===== src/rtl/uart_pkg.sv =====
// ----------------------------------------------------------------------------
// uart_pkg
// Shared definitions for the UART receive front-end.
//
// Contents:
//   uart_rx_state_t            receiver FSM state encoding
//   UART_CLKS_PER_BIT_DEFAULT  default oversampling ratio (25 MHz / 115200 baud)
//   UART_DATA_BITS             data bits per frame
//   UART_PARITY_BITS           1 when UART_RX_PARITY_EN is defined, else 0
//   UART_FRAME_BITS            start + data + optional parity + stop
//   even_parity_err()          1 when data plus parity bit has odd weight
//
// Optional feature macro: UART_RX_PARITY_EN (8E1 frames instead of 8N1).
// ----------------------------------------------------------------------------
package uart_pkg;

   typedef enum logic [2:0] {
      ST_IDLE,
      ST_START,
      ST_DATA,
      ST_PARITY,
      ST_STOP
   } uart_rx_state_t;

   localparam int UART_CLKS_PER_BIT_DEFAULT = 217;
   localparam int UART_DATA_BITS            = 8;

`ifdef UART_RX_PARITY_EN
   localparam int UART_PARITY_BITS = 1;
`else
   localparam int UART_PARITY_BITS = 0;
`endif

   localparam int UART_FRAME_BITS = 1 + UART_DATA_BITS + UART_PARITY_BITS + 1;

   // Even parity: the data byte together with its parity bit must carry an
   // even number of ones, so any odd reduction-XOR is an error.
   function automatic logic even_parity_err(input logic [7:0] data,
                                            input logic       pbit);
      return ^{data, pbit};
   endfunction

endpackage


===== src/rtl/uart_rx_sync_fifo.sv =====
// ----------------------------------------------------------------------------
// uart_rx_sync_fifo
// Single-clock first-word-fall-through FIFO holding received bytes.
//
// Parameters:
//   WIDTH      entry width in bits
//   DEPTH      number of entries, power of two, at least 2
// Ports:
//   clk        system clock
//   resetn     asynchronous active-low reset, empties the FIFO
//   push       write push_data this cycle (accepted if not full, or if popping)
//   push_data  entry to write
//   pop        consumer takes the head this cycle (ignored when empty)
//   full       all entries occupied
//   empty      no entries
//   head       oldest entry, valid whenever empty is low
// ----------------------------------------------------------------------------
module uart_rx_sync_fifo #(
   parameter int WIDTH = 8,
   parameter int DEPTH = 4
)(
   input  logic             clk,
   input  logic             resetn,
   input  logic             push,
   input  logic [WIDTH-1:0] push_data,
   input  logic             pop,
   output logic             full,
   output logic             empty,
   output logic [WIDTH-1:0] head
);

   localparam int AW = $clog2(DEPTH);

   logic [AW:0]      wr_ptr;
   logic [AW:0]      rd_ptr;
   logic [WIDTH-1:0] mem [DEPTH];
   logic             do_push;
   logic             do_pop;

   // Pointers carry one extra wrap bit: equal pointers mean empty, equal
   // indices with opposite wrap bits mean full.
   assign empty = (wr_ptr == rd_ptr);
   assign full  = (wr_ptr[AW] != rd_ptr[AW]) &&
                  (wr_ptr[AW-1:0] == rd_ptr[AW-1:0]);

   // A pop in the same cycle frees a slot, so a push into a full FIFO is
   // still accepted when the head is leaving at the same edge.
   assign do_pop  = pop && !empty;
   assign do_push = push && (!full || do_pop);

   assign head = mem[rd_ptr[AW-1:0]];

   // Storage and pointers. Storage is cleared on reset so the head output
   // reads zero while the FIFO has never been written.
   always_ff @(posedge clk or negedge resetn) begin
      if (!resetn) begin
         wr_ptr <= '0;
         rd_ptr <= '0;
         for (int i = 0; i < DEPTH; i++) begin
            mem[i] <= '0;
         end
      end else begin
         if (do_push) begin
            mem[wr_ptr[AW-1:0]] <= push_data;
            wr_ptr              <= wr_ptr + (AW+1)'(1);
         end
         if (do_pop) begin
            rd_ptr <= rd_ptr + (AW+1)'(1);
         end
      end
   end

endmodule


===== src/rtl/uart_rx_fifo.sv =====
// ----------------------------------------------------------------------------
// uart_rx_fifo
// UART receiver: synchronises the asynchronous rxd pin, recovers frames by
// mid-bit sampling and queues good bytes in a small FWFT FIFO.
//
// Parameters:
//   CLKS_PER_BIT  clock cycles per bit (minimum 8)
//   FIFO_DEPTH    receive FIFO entries (power of two, minimum 2)
// Ports:
//   clk         system clock
//   resetn      asynchronous active-low reset
//   rxd         serial input, idle high
//   rx_data     FIFO head byte, valid while rx_valid is high
//   rx_valid    FIFO not empty
//   rx_ready    consumer pops the head when rx_valid && rx_ready
//   frame_err   one-cycle pulse, stop bit sampled low
//   parity_err  one-cycle pulse, parity mismatch (0 without parity build)
//   overrun     one-cycle pulse, good byte dropped because FIFO full
//   busy        receiver not idle
//
// Optional feature macro: UART_RX_PARITY_EN selects 8E1 framing and drives
// parity_err; without it frames are 8N1 and parity_err is tied low.
// ----------------------------------------------------------------------------
module uart_rx_fifo
   import uart_pkg::*;
#(
   parameter int CLKS_PER_BIT = UART_CLKS_PER_BIT_DEFAULT,
   parameter int FIFO_DEPTH   = 4
)(
   input  logic       clk,
   input  logic       resetn,
   input  logic       rxd,
   output logic [7:0] rx_data,
   output logic       rx_valid,
   input  logic       rx_ready,
   output logic       frame_err,
   output logic       parity_err,
   output logic       overrun,
   output logic       busy
);

   localparam int              CW            = $clog2(CLKS_PER_BIT);
   localparam logic [CW-1:0]   HALF_BIT_LOAD = CW'(CLKS_PER_BIT/2 - 1);
   localparam logic [CW-1:0]   FULL_BIT_LOAD = CW'(CLKS_PER_BIT - 1);
   localparam logic [2:0]      LAST_BIT      = 3'(UART_DATA_BITS - 1);

   logic           rxd_meta;
   logic           rxd_s;
   logic           rxd_prev;
   uart_rx_state_t state;
   logic [CW-1:0]  bit_cnt;
   logic [2:0]     bit_idx;
   logic [7:0]     shift_reg;
   logic           par_flag;
   logic           bit_tick;
   logic           stop_sample;
   logic           push_req;
   logic           pop_fire;
   logic           fifo_full;
   logic           fifo_empty;

   // Two-flop synchronizer on the pin plus one more stage so a start edge
   // can be seen as "was high, now low". All stages idle high.
   always_ff @(posedge clk or negedge resetn) begin
      if (!resetn) begin
         rxd_meta <= 1'b1;
         rxd_s    <= 1'b1;
         rxd_prev <= 1'b1;
      end else begin
         rxd_meta <= rxd;
         rxd_s    <= rxd_meta;
         rxd_prev <= rxd_s;
      end
   end

   assign bit_tick    = (bit_cnt == '0);
   assign stop_sample = (state == ST_STOP) && bit_tick;

   // A byte is offered to the FIFO on the stop-sample edge itself so it is
   // visible on rx_valid the very next cycle.
   assign push_req = stop_sample && rxd_s && !par_flag;
   assign pop_fire = rx_ready && !fifo_empty;
   assign rx_valid = !fifo_empty;

`ifndef UART_RX_PARITY_EN
   assign par_flag   = 1'b0;
   assign parity_err = 1'b0;
`endif

   // Receiver FSM. The counter is loaded with half a bit on the start edge so
   // every later sample lands mid-bit, then with a full bit after each
   // sample. Error and overrun flags are registered one-cycle pulses.
   always_ff @(posedge clk or negedge resetn) begin
      if (!resetn) begin
         state      <= ST_IDLE;
         bit_cnt    <= '0;
         bit_idx    <= '0;
         shift_reg  <= '0;
         busy       <= 1'b0;
         frame_err  <= 1'b0;
         overrun    <= 1'b0;
`ifdef UART_RX_PARITY_EN
         par_flag   <= 1'b0;
         parity_err <= 1'b0;
`endif
      end else begin
         frame_err  <= 1'b0;
         overrun    <= 1'b0;
`ifdef UART_RX_PARITY_EN
         parity_err <= 1'b0;
`endif
         case (state)
            ST_IDLE: begin
               if (rxd_prev && !rxd_s) begin
                  bit_cnt  <= HALF_BIT_LOAD;
                  state    <= ST_START;
                  busy     <= 1'b1;
`ifdef UART_RX_PARITY_EN
                  par_flag <= 1'b0;
`endif
               end
            end

            ST_START: begin
               if (bit_tick) begin
                  if (rxd_s) begin
                     state <= ST_IDLE;
                     busy  <= 1'b0;
                  end else begin
                     bit_cnt <= FULL_BIT_LOAD;
                     bit_idx <= '0;
                     state   <= ST_DATA;
                  end
               end else begin
                  bit_cnt <= bit_cnt - CW'(1);
               end
            end

            ST_DATA: begin
               if (bit_tick) begin
                  shift_reg <= {rxd_s, shift_reg[7:1]};
                  bit_cnt   <= FULL_BIT_LOAD;
                  if (bit_idx == LAST_BIT) begin
`ifdef UART_RX_PARITY_EN
                     state <= ST_PARITY;
`else
                     state <= ST_STOP;
`endif
                  end else begin
                     bit_idx <= bit_idx + 3'd1;
                  end
               end else begin
                  bit_cnt <= bit_cnt - CW'(1);
               end
            end

`ifdef UART_RX_PARITY_EN
            ST_PARITY: begin
               if (bit_tick) begin
                  par_flag <= even_parity_err(shift_reg, rxd_s);
                  bit_cnt  <= FULL_BIT_LOAD;
                  state    <= ST_STOP;
               end else begin
                  bit_cnt <= bit_cnt - CW'(1);
               end
            end
`endif

            ST_STOP: begin
               if (bit_tick) begin
                  frame_err <= !rxd_s;
`ifdef UART_RX_PARITY_EN
                  parity_err <= rxd_s && par_flag;
`endif
                  overrun   <= push_req && fifo_full && !pop_fire;
                  state     <= ST_IDLE;
                  busy      <= 1'b0;
               end else begin
                  bit_cnt <= bit_cnt - CW'(1);
               end
            end

            default: begin
               state <= ST_IDLE;
               busy  <= 1'b0;
            end
         endcase
      end
   end

   uart_rx_sync_fifo #(
      .WIDTH (8),
      .DEPTH (FIFO_DEPTH)
   ) u_fifo (
      .clk       (clk),
      .resetn    (resetn),
      .push      (push_req),
      .push_data (shift_reg),
      .pop       (rx_ready),
      .full      (fifo_full),
      .empty     (fifo_empty),
      .head      (rx_data)
   );

endmodule


===== config.mk =====
export PLATFORM = sky130hd
export DESIGN_NAME = uart_rx_fifo
export DESIGN_NICKNAME = d
export VERILOG_FILES = /design/src/rtl/uart_pkg.sv /design/src/rtl/uart_rx_sync_fifo.sv /design/src/rtl/uart_rx_fifo.sv
export SDC_FILE = /design/constraint.sdc
export NUM_CORES = 1
export LEC_CHECK = 0
export ABC_AREA = 1
export BUFFER_PORTS_ARGS = -buffer_cell sky130_fd_sc_hd__clkbuf_2
export CAP_MARGIN = 10
export CORE_MARGIN = 3
export CORE_UTILIZATION = 40
export CTS_CLUSTER_SIZE = 30
export DETAILED_ROUTE_END_ITERATION = 12
export PLACE_DENSITY = 0.56
export SYNTH_ARGS = -nofsm -noshare
export SYNTH_HDL_FRONTEND = slang
export SYNTH_SLANG_ARGS = --single-unit

===== constraint.sdc =====
create_clock -name clk -period 1.7 [get_ports clk]
set_input_delay 0.085 -clock clk [delete_from_list [all_inputs] [get_ports clk]]
set_output_delay 0.085 -clock clk [all_outputs]
set_load 0.02 [all_outputs]

* After elaboration in Yosys (flattened, before gate mapping)
Index checks and enable logic that the tools add are counted.
Cells by class: reductions and logical operators 23, equality and inequality tests 17, $add $sub $neg 4, bitwise gates (word level) 3, multiplexer cells 33, $lt $le $gt $ge 3
Operators with widths (count):
- 8-bit 2-to-1 mux | 8
- 32-bit bitwise mux | 1
- 8-bit one-hot mux with 4 select lines | 1
- 3-bit 2-to-1 mux | 9
- 2-bit != test, second input constant | 9
- 8-bit binary-select mux with 2-bit select | 1
- 8-bit demux with 2-bit select | 1
- 5-bit AND reduction | 3
- 3-bit one-hot mux with 4 select lines | 1
- 3-bit by 1-bit adder with 3-bit output, second input constant | 3
- 1-bit logical AND | 9
- 8-bit zero test | 1
- 1-bit 2-to-1 mux | 8
- 8-bit by 1-bit subtractor with 8-bit output, second input constant | 1
- 3-bit equality test, second input constant | 2
- 3-bit >= comparator, second input constant | 2
- 2-bit inverter with 3-bit output | 2
- 3-bit one-hot mux with 2 select lines | 1
- 1-bit zero test | 4
- 1-bit one-hot mux with 4 select lines | 1
- 4-bit AND reduction | 1
- 4-bit nonzero test | 1
- 3-bit by 1-bit equality test with 1-bit output, second input constant | 1
- 3-bit by 2-bit equality test with 1-bit output, second input constant | 1
- other kinds (11) | 11
Word-level totals: logic and storage cells 99, bits in registers 66

* Longest topological paths before layout
Gate-level depths: netlist of the first run.
word-level depth 7, mapped depth 10

* Hierarchy
A second synthesis of the first run with hierarchy kept.
Second synthesis, totals: cells, all modules 420, area total of the unflattened synthesis 3505.9 um2
Modules (own cells, without submodules):
- uart_rx_sync_fifo | seq. area each 950.9 um2, cells an instance 237, area each 1973.1 um2, instances 1
- uart_rx_fifo | seq. area each 704.4 um2, cells an instance 183, area each 1532.7 um2, instances 1

* Worst setup path after synthesis of the first run
Ideal clock, no wire load.
path type flip-flop to flip-flop, start register bit_cnt[0], end register u_fifo.mem[10] in the netlist's numbering, period minus slack after synthesis 1.615 ns, library setup time 0.066 ns, data required time 1.634 ns, arrival 1.548 ns, cell stages (with the launch flop) 10, setup slack 0.085 ns, path through dfrtp_1 inv_1 ha_1 nand2_2 nor2_8 nand2_4 nor2_8 buf_6 nand4_1 nand2_1
On the way: cells in the longest elaborated chain, start to end 4
Ends and longest elaborated chain:
- start, declared | line uart_rx_fifo.sv:51 | logic [CW-1:0] bit_cnt;
- start signal, assigned | line uart_rx_fifo.sv:135 | bit_cnt <= bit_cnt - CW'(1);
- start signal, assigned | line uart_rx_fifo.sv:153 | bit_cnt <= bit_cnt - CW'(1);
- start signal, assigned | line uart_rx_fifo.sv:179 | bit_cnt <= bit_cnt - CW'(1);
- 8-bit zero test | line uart_rx_fifo.sv:76 | assign bit_tick = (bit_cnt == '0);
- 1-bit logical AND | line uart_rx_fifo.sv:77 | assign stop_sample = (state == ST_STOP) && bit_tick;
- 1-bit logical AND | line uart_rx_fifo.sv:81 | assign push_req = stop_sample && rxd_s && !par_flag;
- 1-bit logical AND | line uart_rx_sync_fifo.sv:49 | assign do_push = push && (!full || do_pop);
- end signal, assigned by index | line uart_rx_sync_fifo.sv:64 | mem[wr_ptr[AW-1:0]] <= push_data;
- end, declared | line uart_rx_sync_fifo.sv:36 | logic [WIDTH-1:0] mem [DEPTH];
No other way between the ends. A chain may end at the register's enable or synchronous reset.

* Worst setup path in the final report of the first run
start register bit_cnt[1], end register u_fifo.mem[17] in the netlist's numbering
The elaborated chain is that of the path after synthesis.

==> key figures, run 1 <==
Finish
  • Ant diodes: 0
  • Number of flip-flops in the largest register: 32
  • Share of layout cells above drive strength 1: 0.197
  • Area Growth Syn to Fin: 18.8%
  • Layout Cells excl Fill: between 500 and 600
  • Final #Nets: 453

GRT
  • Largest net degree at the start of global routing: 39
  • First-pass GRT wire length: around 13000 µm
  • Vias in the first global route: around 2700
  • GRT Overall Usage: 0.171
  • Grt ovf: 0
  • Initial antenna violation count: 0

Pwr
  • Clock power share: 0.267
  • Sw Share: 0.376
  • Switching power: 1960 µW
  • Worst vdd ir: between 1 and 1.5 mV
  • Seq pwr share: 0.354
  • Leakage Power: approximately 0.0021 µW
  • Logic pwr share: 0.379
  • P_int: around 3200 µW
  • PwrDens: about 1300 nW/µm²

Routing
  • DR vias: 2768
  • DR WL/cell: about 14 µm
  • Initial DRT Pass Iterations: 4
  • Routed Antenna Nets: 0
  • Routed WL: 7710 µm
  • Vias per cell: 5.05
  • Initial drt markers: just over 70
  • DRC violation count after routing: 0

Synthesis
  • Cells after Synth: 402
  • Syn Nets: around 410
  • Seq/Total Area, Yosys: 0.491
  • Top-count cell post-synth: nand2_1
  • Synth top area share: 0.467
  • Dominant cell type by area after synthesis: dfrtp_1
  • Syn Area/Cell: between 8 and 9 µm²
  • Ranking of synthesized cells by area: dfrtp_1, nand2_1, nand4_1
  • Post-synth cell types: 34
  • Post-Synthesis Cell Area: ~3400 µm²
  • Commonest cells post-synth: nand2_1, dfrtp_1, nor2_1
  • Post-synth EDFFs: 0
  • Share of flip-flops with an asynchronous set or reset: 1.00
  • YS warnings: 0
  • Ys flop type: dfrtp_1
  • Seq cells post-synth: 66

Clock tree
  • Clk pin slew, worst setup/hold paths: approximately 0.070 ns
  • Clock sink count: 66
  • CTS tree: yes
  • CTS max path bufs: 2
  • CTS buffer count: 9
  • H-tree depth: 3
  • Root Driver: clkbuf_8
  • Skew-Pair Late Insertion Delay: around 0.34 ns

Floorplan
  • Row cnt: 32
  • Die height: about 98 µm
  • Core outline area: 7970 µm²
  • Initial Util: 0.423
  • Die area: approximately 9600 µm²
  • Io pins: 17
  • Die Width: slightly below 100 µm

STA
  • RSZ-0062 raised after global routing: no
  • Final Cycle Share: 0.943
  • Final number of hold-violating endpoints: 0
  • Final slew viol count: 0
  • Setup violators final: 0
  • Final Hold Slack: roughly 0.10 ns
  • Fmax achieved: between 600 and 700 MHz
  • Final min period: approximately 1.6 ns
  • Clock Skew: about 0.0078 ns

Worst setup path
  • WP data arrival: approximately 1.8 ns
  • Crit Path Max Fanout: 8
  • CP endpoint kind: flop
  • Type of origin of the critical path: flop
  • WP data required: between 1.5 and 2 ns
  • Setup CP Type: flop to flop

Run status
  • Run status: complete, no violations

Placed design
  • Routability Congestion: roughly 0.83
  • PortBufs: 15
  • HPWL after DPL: around 5500 µm
  • Cells after DPL: between 500 and 600

Min path
  • Tightest Hold Check Type: primary input to flop

Job
  • Max capacitance violation total: 0
final timing paths:
check,from,end,slack [ns],cells past startpoint
worst max-delay path,bit_cnt[1],u_fifo.mem[17],0.1,10
worst min-delay path,rx_ready,u_fifo.rd_ptr[0],0.10,3
worst max register to register,bit_cnt[1],u_fifo.mem[17],0.1,10
worst min register to register,rxd_meta,rxd_s,0.36,0
max in group asynchronous,resetn,u_fifo.rd_ptr[0],1.00,3
min in group asynchronous,resetn,u_fifo.rd_ptr[2],0.29,3
power by group through the flow:
stage	sequential [µW]	clock (µW)	combinational [µW]
final	1840	1390	1970
after global routing	1870	1490	2230
after CTS	1840	1430	1880
after detailed placement	1860	0	1780
after global placement	1860	0	1750
after floorplan	1840	0	1280
placed cells by master (no fill, tap or decap), types with 2 or more instances in the layout:
cell type and count:
nand4_1 35, nand3_4 4, nand2_2 3, nand2_1 119, dlygate4sd3_1 2, buf_4 24, nand3_1 5, nor2_8 2
inv_2 5, dfstp_2 3, clkbuf_2 13, xnor2_1 3, ha_1 7, nand2_4 3, xor2_1 5, nor2_1 45
clkinvlp_4 2, o21ai_0 32, clkbuf_1 2, buf_6 2, nor2_4 2, buf_12 3, nand3b_1 2, dfrtp_1 62
a21oi_1 5, o22ai_1 8, clkbuf_8 12, nor2_2 2, inv_1 19
layer usage:
metal | vias to the layer above | part of all wire | track usage
li1 | 1407 | - | -
met1 | 1316 | 0.49 | 0.239
met2 | 34 | 0.47 | 0.269
met3 | 11 | 0.025 | 0.0286
met4 | 0 | 0.017 | 0.0650
met5 | - | 0 | 0
per-stage QoR:
stage / worst slack [ns] / area, µm² / TNS, ns / total power [µW] / util
3_3_place_gp: 0.0313 / 3640 / 0 / 3610 / 0.457
2_1_floorplan: 0.0855 / 3370 / 0 / 3120 / -
4_1_cts: 0.0259 / 3950 / 0 / 5150 / 0.495
3_5_place_dp: -0.00583 / 3640 / -0.00657 / 3640 / 0.457
5_1_grt: 0.00123 / 4010 / 0 / 5580 / 0.503
6_report: 0.0965 / 4010 / 0 / 5210 / 0.503
logic make-up (layout without fill, tap and decap cells):
logic type,count (synthesis),count (layout),share of synthesized area
xor+xnor,8,8,0.0208
fa+ha+maj,8,8,0.0297
flops,66,66,0.491
compound gates,51,51,0.0820
other cells,1,1,0.00111
simple gates,224,224,0.315
buf+inv,44,88,0.0608
critical path: stages (launching register included):
cell     delay, ns
dfrtp_1       0.40
inv_2         0.09
ha_4          0.16
nand2_4       0.07
nor2_8        0.13
nand2_4       0.08
nor2_8        0.13
buf_12        0.13
nand3_4       0.13
nand2_1       0.12
nand2_1       0.05
timing repair:
item | CTS | global route
cloned | 0 | 0
buffers inserted | 4 | 3
gates resized for setup | 5 | 15
hold buffers | 2 | 0
endpoints found under the setup margin | 43 | 55
endpoints found under the hold margin | 64 | 0
pin swaps | 2 | 2
cell type report:
| type | instances | area [µm²] |
|---|---|---|
| well taps | 102 | 128 |
| repair buffers | 45 | 353 |
| multi-input cells | 292 | 1550 |
| inverters | 27 | 109 |
| clock buffers | 14 | 173 |
| fillers | 792 | 3960 |
| flip-flops and latches | 66 | 1660 |
| clock inverters | 2 | 35.0 |
(Power assumes the default switching activity.)
==> inputs of run 2 (changes only) <==
==> constraint.sdc (replaced) <==
create_clock -name clk -period 1.7 [get_ports clk]
set_input_delay 0.34 -clock clk [delete_from_list [all_inputs] [get_ports clk]]
set_output_delay 0.34 -clock clk [all_outputs]
set_load 0.02 [all_outputs]
==> key figures, run 2 (same netlist as run 1, synthesis figures left out) <==
Finish
  • Final #Nets: between 400 and 500
  • Number of flip-flops in the largest register: 32
  • Leading cell types in the layout, fill and taps excluded: nand2_1, dfrtp_1, nor2_1, nand4_1, inv_1
  • Share of layout cells above drive strength 1: 0.220
  • Ant diodes: 0
  • Commonest non-fill, non-tap cell in the layout: nand2_1
  • Area Growth Syn to Fin: 23.2%

Worst setup path
  • WP data arrival: roughly 1.4 ns
  • Crit Path Max Fanout: 17
  • WP data required: approximately 1.4 ns
  • Type of origin of the critical path: flop
  • Critical-path cell list: inv_1, buf_12, nor2_1, o22ai_2, clkbuf_8
  • Max stage delay on crit path: ~0.39 ns
  • Critical path's top delay family: buffers and inverters
  • Slowest stage cell, crit path: dfrtp_1
  • Setup CP Type: flop to primary output
  • Worst r2r path cells: 10
  • CP endpoint kind: primary output
  • Crit path depth: 5
  • Worst path bufs/invs: 3

Run status
  • Run status: finished with violations
  • Failing checks: hold timing, setup timing

Clock tree
  • CTS tree: yes
  • Clk pin slew, worst setup/hold paths: approximately 0.070 ns
  • Clock sink count: 66
  • H-tree depth: 3
  • CTS max path bufs: 2
  • Skew-Pair Late Insertion Delay: ~0.34 ns
  • Hold Buf Count CTS: 0
  • CTS buffer count: 9
  • Root Driver: clkbuf_8

Pwr
  • PwrDens: approximately 1400 nW/µm²
  • Worst vdd ir: between 0.6 and 0.7 mV
  • Leakage Power: ~0.0021 µW

STA
  • RSZ-0062 raised after global routing: yes
  • Worst slew margin: 0.659
  • Final min period: 1.73 ns
  • Setup violators final: 8
  • Fmax achieved: 579 MHz
  • Final Cycle Share: 1.02
  • Final slew viol count: 0
  • Final Hold Slack: -0.00140 ns
  • Final number of hold-violating endpoints: 1
  • Fin worst setup slack: -0.0260 ns
  • Slew of the pin with the lowest slew margin: between 0.5 and 0.6 ns
  • Clock Skew: between 0.01 and 0.015 ns

Floorplan
  • Core outline area: approximately 8000 µm²
  • Die height: about 100 µm
  • Row cnt: 32
  • Io pins: 17
  • Initial Util: 0.423
  • Die area: 9570 µm²
  • Die Width: slightly below 100 µm

Min path
  • Tightest Hold Check Type: primary input to async pin

GRT
  • Grt ovf: 0
  • Vias in the first global route: 2732
  • Initial antenna violation count: 0
  • First-pass GRT wire length: about 13000 µm
  • Largest net degree at the start of global routing: between 60 and 70
  • GRT Overall Usage: 0.161

Routing
  • Initial DRT Pass Iterations: 4
  • Routed WL: slightly above 7000 µm
  • DR WL/cell: approximately 13 µm
  • DRC violation count after routing: 0
  • Initial drt markers: 88
  • Routed Antenna Nets: 0
  • DR vias: ~2700
  • Vias per cell: between 5 and 6

Placed design
  • Routability Congestion: ~0.86
  • Pre-CTS setup slack: 0.0143 ns
  • PortBufs: 15
  • HPWL after DPL: 5260 µm

Job
  • Max capacitance violation total: 0
[run 2: changes by cell type in the layout (fill, tap and decap cells not counted), moves of 2 or more]
| cell | change |
|---|---|
| o21ai_0 | -17 |
| o21ai_1 | +16 |
| clkbuf_8 | +5 |
| nand2_2 | +5 |
| buf_4 | -6 |
| dlygate4sd3_1 | -2 |
| buf_12 | +3 |
| nand2_1 | -4 |
| clkinvlp_4 | -2 |
| o22ai_2 | +8 |
| o22ai_1 | -8 |
| clkbuf_2 | -6 |
[run 2: path summary, 6_finish.rpt]
check / from / to / slack [ns]
min in group clk: rxd / rxd_meta / 0.07
hold reg to reg: rxd_meta / rxd_s / 0.36
hold / removal: resetn / u_fifo.rd_ptr[2] / -0.001
setup / recovery: u_fifo.rd_ptr[0] / rx_data[0] / -0.03
setup reg to reg: bit_cnt[1] / u_fifo.mem[12] / 0.10
max in group asynchronous: resetn / rxd_s / 1.35
[run 2: per-stage QoR]
step | util | TNS (ns) | cell area [µm²] | total power (µW) | instances
3_5_place_dp | 0.468 | 0 | 3730 | 3850 | 521
4_1_cts | 0.505 | -0.251 | 4030 | 5600 | 539
6_report | 0.522 | -0.109 | 4160 | 5660 | 543
3_3_place_gp | 0.468 | 0 | 3730 | 3820 | 521
2_1_floorplan | - | 0 | 3420 | 3240 | 402
5_1_grt | 0.522 | -0.873 | 4160 | 6080 | 543
[run 2: what timing repair did]
action,in CTS,in global routing
pin swaps,0,2
endpoints found under the setup margin,9,61
gates cloned,0,1
gates resized for setup,29,22
buffers inserted,2,3
hold endpoints to repair,0,0
[run 2: per-layer routing]
layer,part of all wire,global-route usage
met1,0.45,0.200
met2,0.51,0.272
met3,0.035,0.0493
met4,0.0094,0.0458
met5,0,0
[run 2: power breakdown]
part	internal [µW]	switching, µW	total [µW]
Clock	907	595	1500
Sequential	1710	111	1820
Combinational	979	1360	2340
Total	3590	2060	5660
[run 2: cell type report]
cell class                 count  area (µm²)
fill                         737        3810
sequential                    66        1660
multi-input combinational    292        1630
timing repair buffer          40         414
clock buffer                  12         155
tap                          102         128
inverter                      27         101
clock inverter                 4        73.8
==> inputs of run 3 (changes only) <==
--- a/config.mk
+++ b/config.mk
@@ -6,13 +6,11 @@
 export NUM_CORES = 1
 export LEC_CHECK = 0
 export ABC_AREA = 1
-export BUFFER_PORTS_ARGS = -buffer_cell sky130_fd_sc_hd__clkbuf_2
 export CAP_MARGIN = 10
-export CORE_MARGIN = 3
 export CORE_UTILIZATION = 40
 export CTS_CLUSTER_SIZE = 30
 export DETAILED_ROUTE_END_ITERATION = 12
-export PLACE_DENSITY = 0.56
+export DONT_BUFFER_PORTS = 1
 export SYNTH_ARGS = -nofsm -noshare
 export SYNTH_HDL_FRONTEND = slang
 export SYNTH_SLANG_ARGS = --single-unit
==> key figures, run 3 (same netlist as run 1, synthesis figures left out) <==
STA
  • Clock Skew: ~0.015 ns
  • Final min period: 1.75 ns
  • Fmax achieved: roughly 570 MHz
  • Final Cycle Share: 1.03
  • Setup_tns: -0.250 ns
  • Final slew viol count: 0
  • Setup violators final: 8
  • Final number of hold-violating endpoints: 66
  • Fin worst setup slack: -0.0465 ns
  • RSZ-0062 raised after global routing: yes
  • Final Hold Slack: -0.323 ns

Min path
  • Tightest Hold Check Type: primary input to async pin

Placed design
  • PortBufs: 0
  • HPWL after DPL: 5030 µm
  • Routability Congestion: between 0.8 and 0.9
  • Pre-CTS setup slack: about 0.012 ns

Finish
  • Area Growth Syn to Fin: 27.8%
  • Filler cells: between 700 and 800
  • Multi-input logic area: about 1800 µm²
  • Commonest non-fill, non-tap cell in the layout: nand2_1
  • Share of layout cells above drive strength 1: 0.257
  • Ant diodes: 0
  • Final #Nets: ~440
  • Leading cell types in the layout, fill and taps excluded: nand2_1, dfrtp_1, nand4_1, nor2_1, buf_4
  • Number of flip-flops in the largest register: 32
  • Register Area: 1660 µm²

Pwr
  • PwrDens: 1460 nW/µm²
  • Leakage Power: roughly 0.0021 µW
  • Worst vdd ir: 0.750 mV

Clock tree
  • CTS tree: yes
  • Root Driver: clkbuf_8
  • CTS max path bufs: 2
  • Clk pin slew, worst setup/hold paths: around 0.08 ns
  • CTS buffer count: 9
  • Hold Buf Count CTS: 1
  • H-tree depth: 3
  • Clock sink count: 66
  • Skew-Pair Late Insertion Delay: 0.35 ns

Worst setup path
  • Setup CP Type: flop to primary output
  • WP data required: 1.36 ns
  • Crit Path Max Fanout: 6
  • Type of origin of the critical path: flop
  • CP endpoint kind: primary output
  • WP data arrival: roughly 1.4 ns

GRT
  • GRT Overall Usage: 0.182
  • Initial antenna violation count: 0
  • Vias in the first global route: roughly 2600
  • First-pass GRT wire length: between 10000 and 15000 µm
  • Largest net degree at the start of global routing: between 60 and 70
  • Grt ovf: 0

Routing
  • DRC violation count after routing: 0
  • Vias per cell: 5.12
  • Initial DRT Pass Iterations: 4
  • Routed WL: about 8000 µm
  • Routed Antenna Nets: 0
  • DR vias: approximately 2800
  • Initial drt markers: between 100 and 150
  • DR WL/cell: ~14 µm

Floorplan
  • Die height: 93.8 µm
  • Die area: approximately 8800 µm²
  • Core outline area: 8180 µm²
  • Io pins: 17
  • Row cnt: 33
  • Initial Util: 0.413
  • Die Width: 93.8 µm

Run status
  • Failing checks: hold timing, setup timing
  • Run status: finished with violations

Job
  • Max capacitance violation total: 0
-- run 3: where the power goes --
group | internal, µW | switching (µW) | leakage [µW]
Clock | 1130 | 648 | 0.000131
Combinational | 1090 | 1560 | 0.00111
Sequential | 1710 | 158 | 0.000876
-- run 3: routing by layer --
metal / up-vias / share of wire / global-route usage
met1: 1345 / 0.46 / 0.232
met2: 34 / 0.50 / 0.305
met3: 5 / 0.027 / 0.0494
met5: - / 0 / 0
met4: 0 / 0.0088 / 0.0462
li1: 1383 / - / -
-- run 3: cell type report --
class,count,share of cell area
Clock buffer,10,0.0296
Clock inverter,6,0.0319
Inverter,27,0.0253
Multi-Input combinational cell,292,0.420
Sequential cell,66,0.385
Tap cell,105,0.0305
Timing Repair Buffer,34,0.0781
-- run 3: through the flow --
step                hold WS (ns)   util  instances  power (µW)  instance area (µm²)
detailed placement        0.0459  0.445        512        3690                 3640
finish                    -0.323  0.527        540        6310                 4310
global route              -0.347  0.527        540        6660                 4310
CTS                       -0.333  0.483        531        5560                 3950
global placement          0.0460  0.445        512        3670                 3640
floorplan                 0.0444      -        402        3240                 3420
-- run 3: path summary, 6_finish.rpt --
path | from | to | slack, ns | cells after the start
setup / recovery | u_fifo.rd_ptr[0] | rx_data[3] | -0.05 | 4
hold reg to reg | rxd_meta | rxd_s | 0.36 | 0
max in group asynchronous | resetn | rxd_prev | 1.83 | 0
min in group clk | rx_ready | u_fifo.rd_ptr[0] | 0.25 | 2
hold / removal | resetn | u_fifo.mem[4] | -0.32 | 0
setup reg to reg | bit_cnt[0] | u_fifo.mem[0] | 0.07 | 10
-- run 3: critical path, cell delays in order (launching register included) --
cell and delay (ns):
dfrtp_2 0.48, clkinv_4 0.13, clkbuf_16 0.19, o21ai_4 0.15, o22ai_4 0.12
-- run 3: timing repair --
item,4_1_cts,5_1_grt
endpoints found under the hold margin,67,66
resized for setup,9,77
buffers inserted,2,7
pin swaps,3,15
endpoints found under the setup margin,9,54
gates cloned,0,2
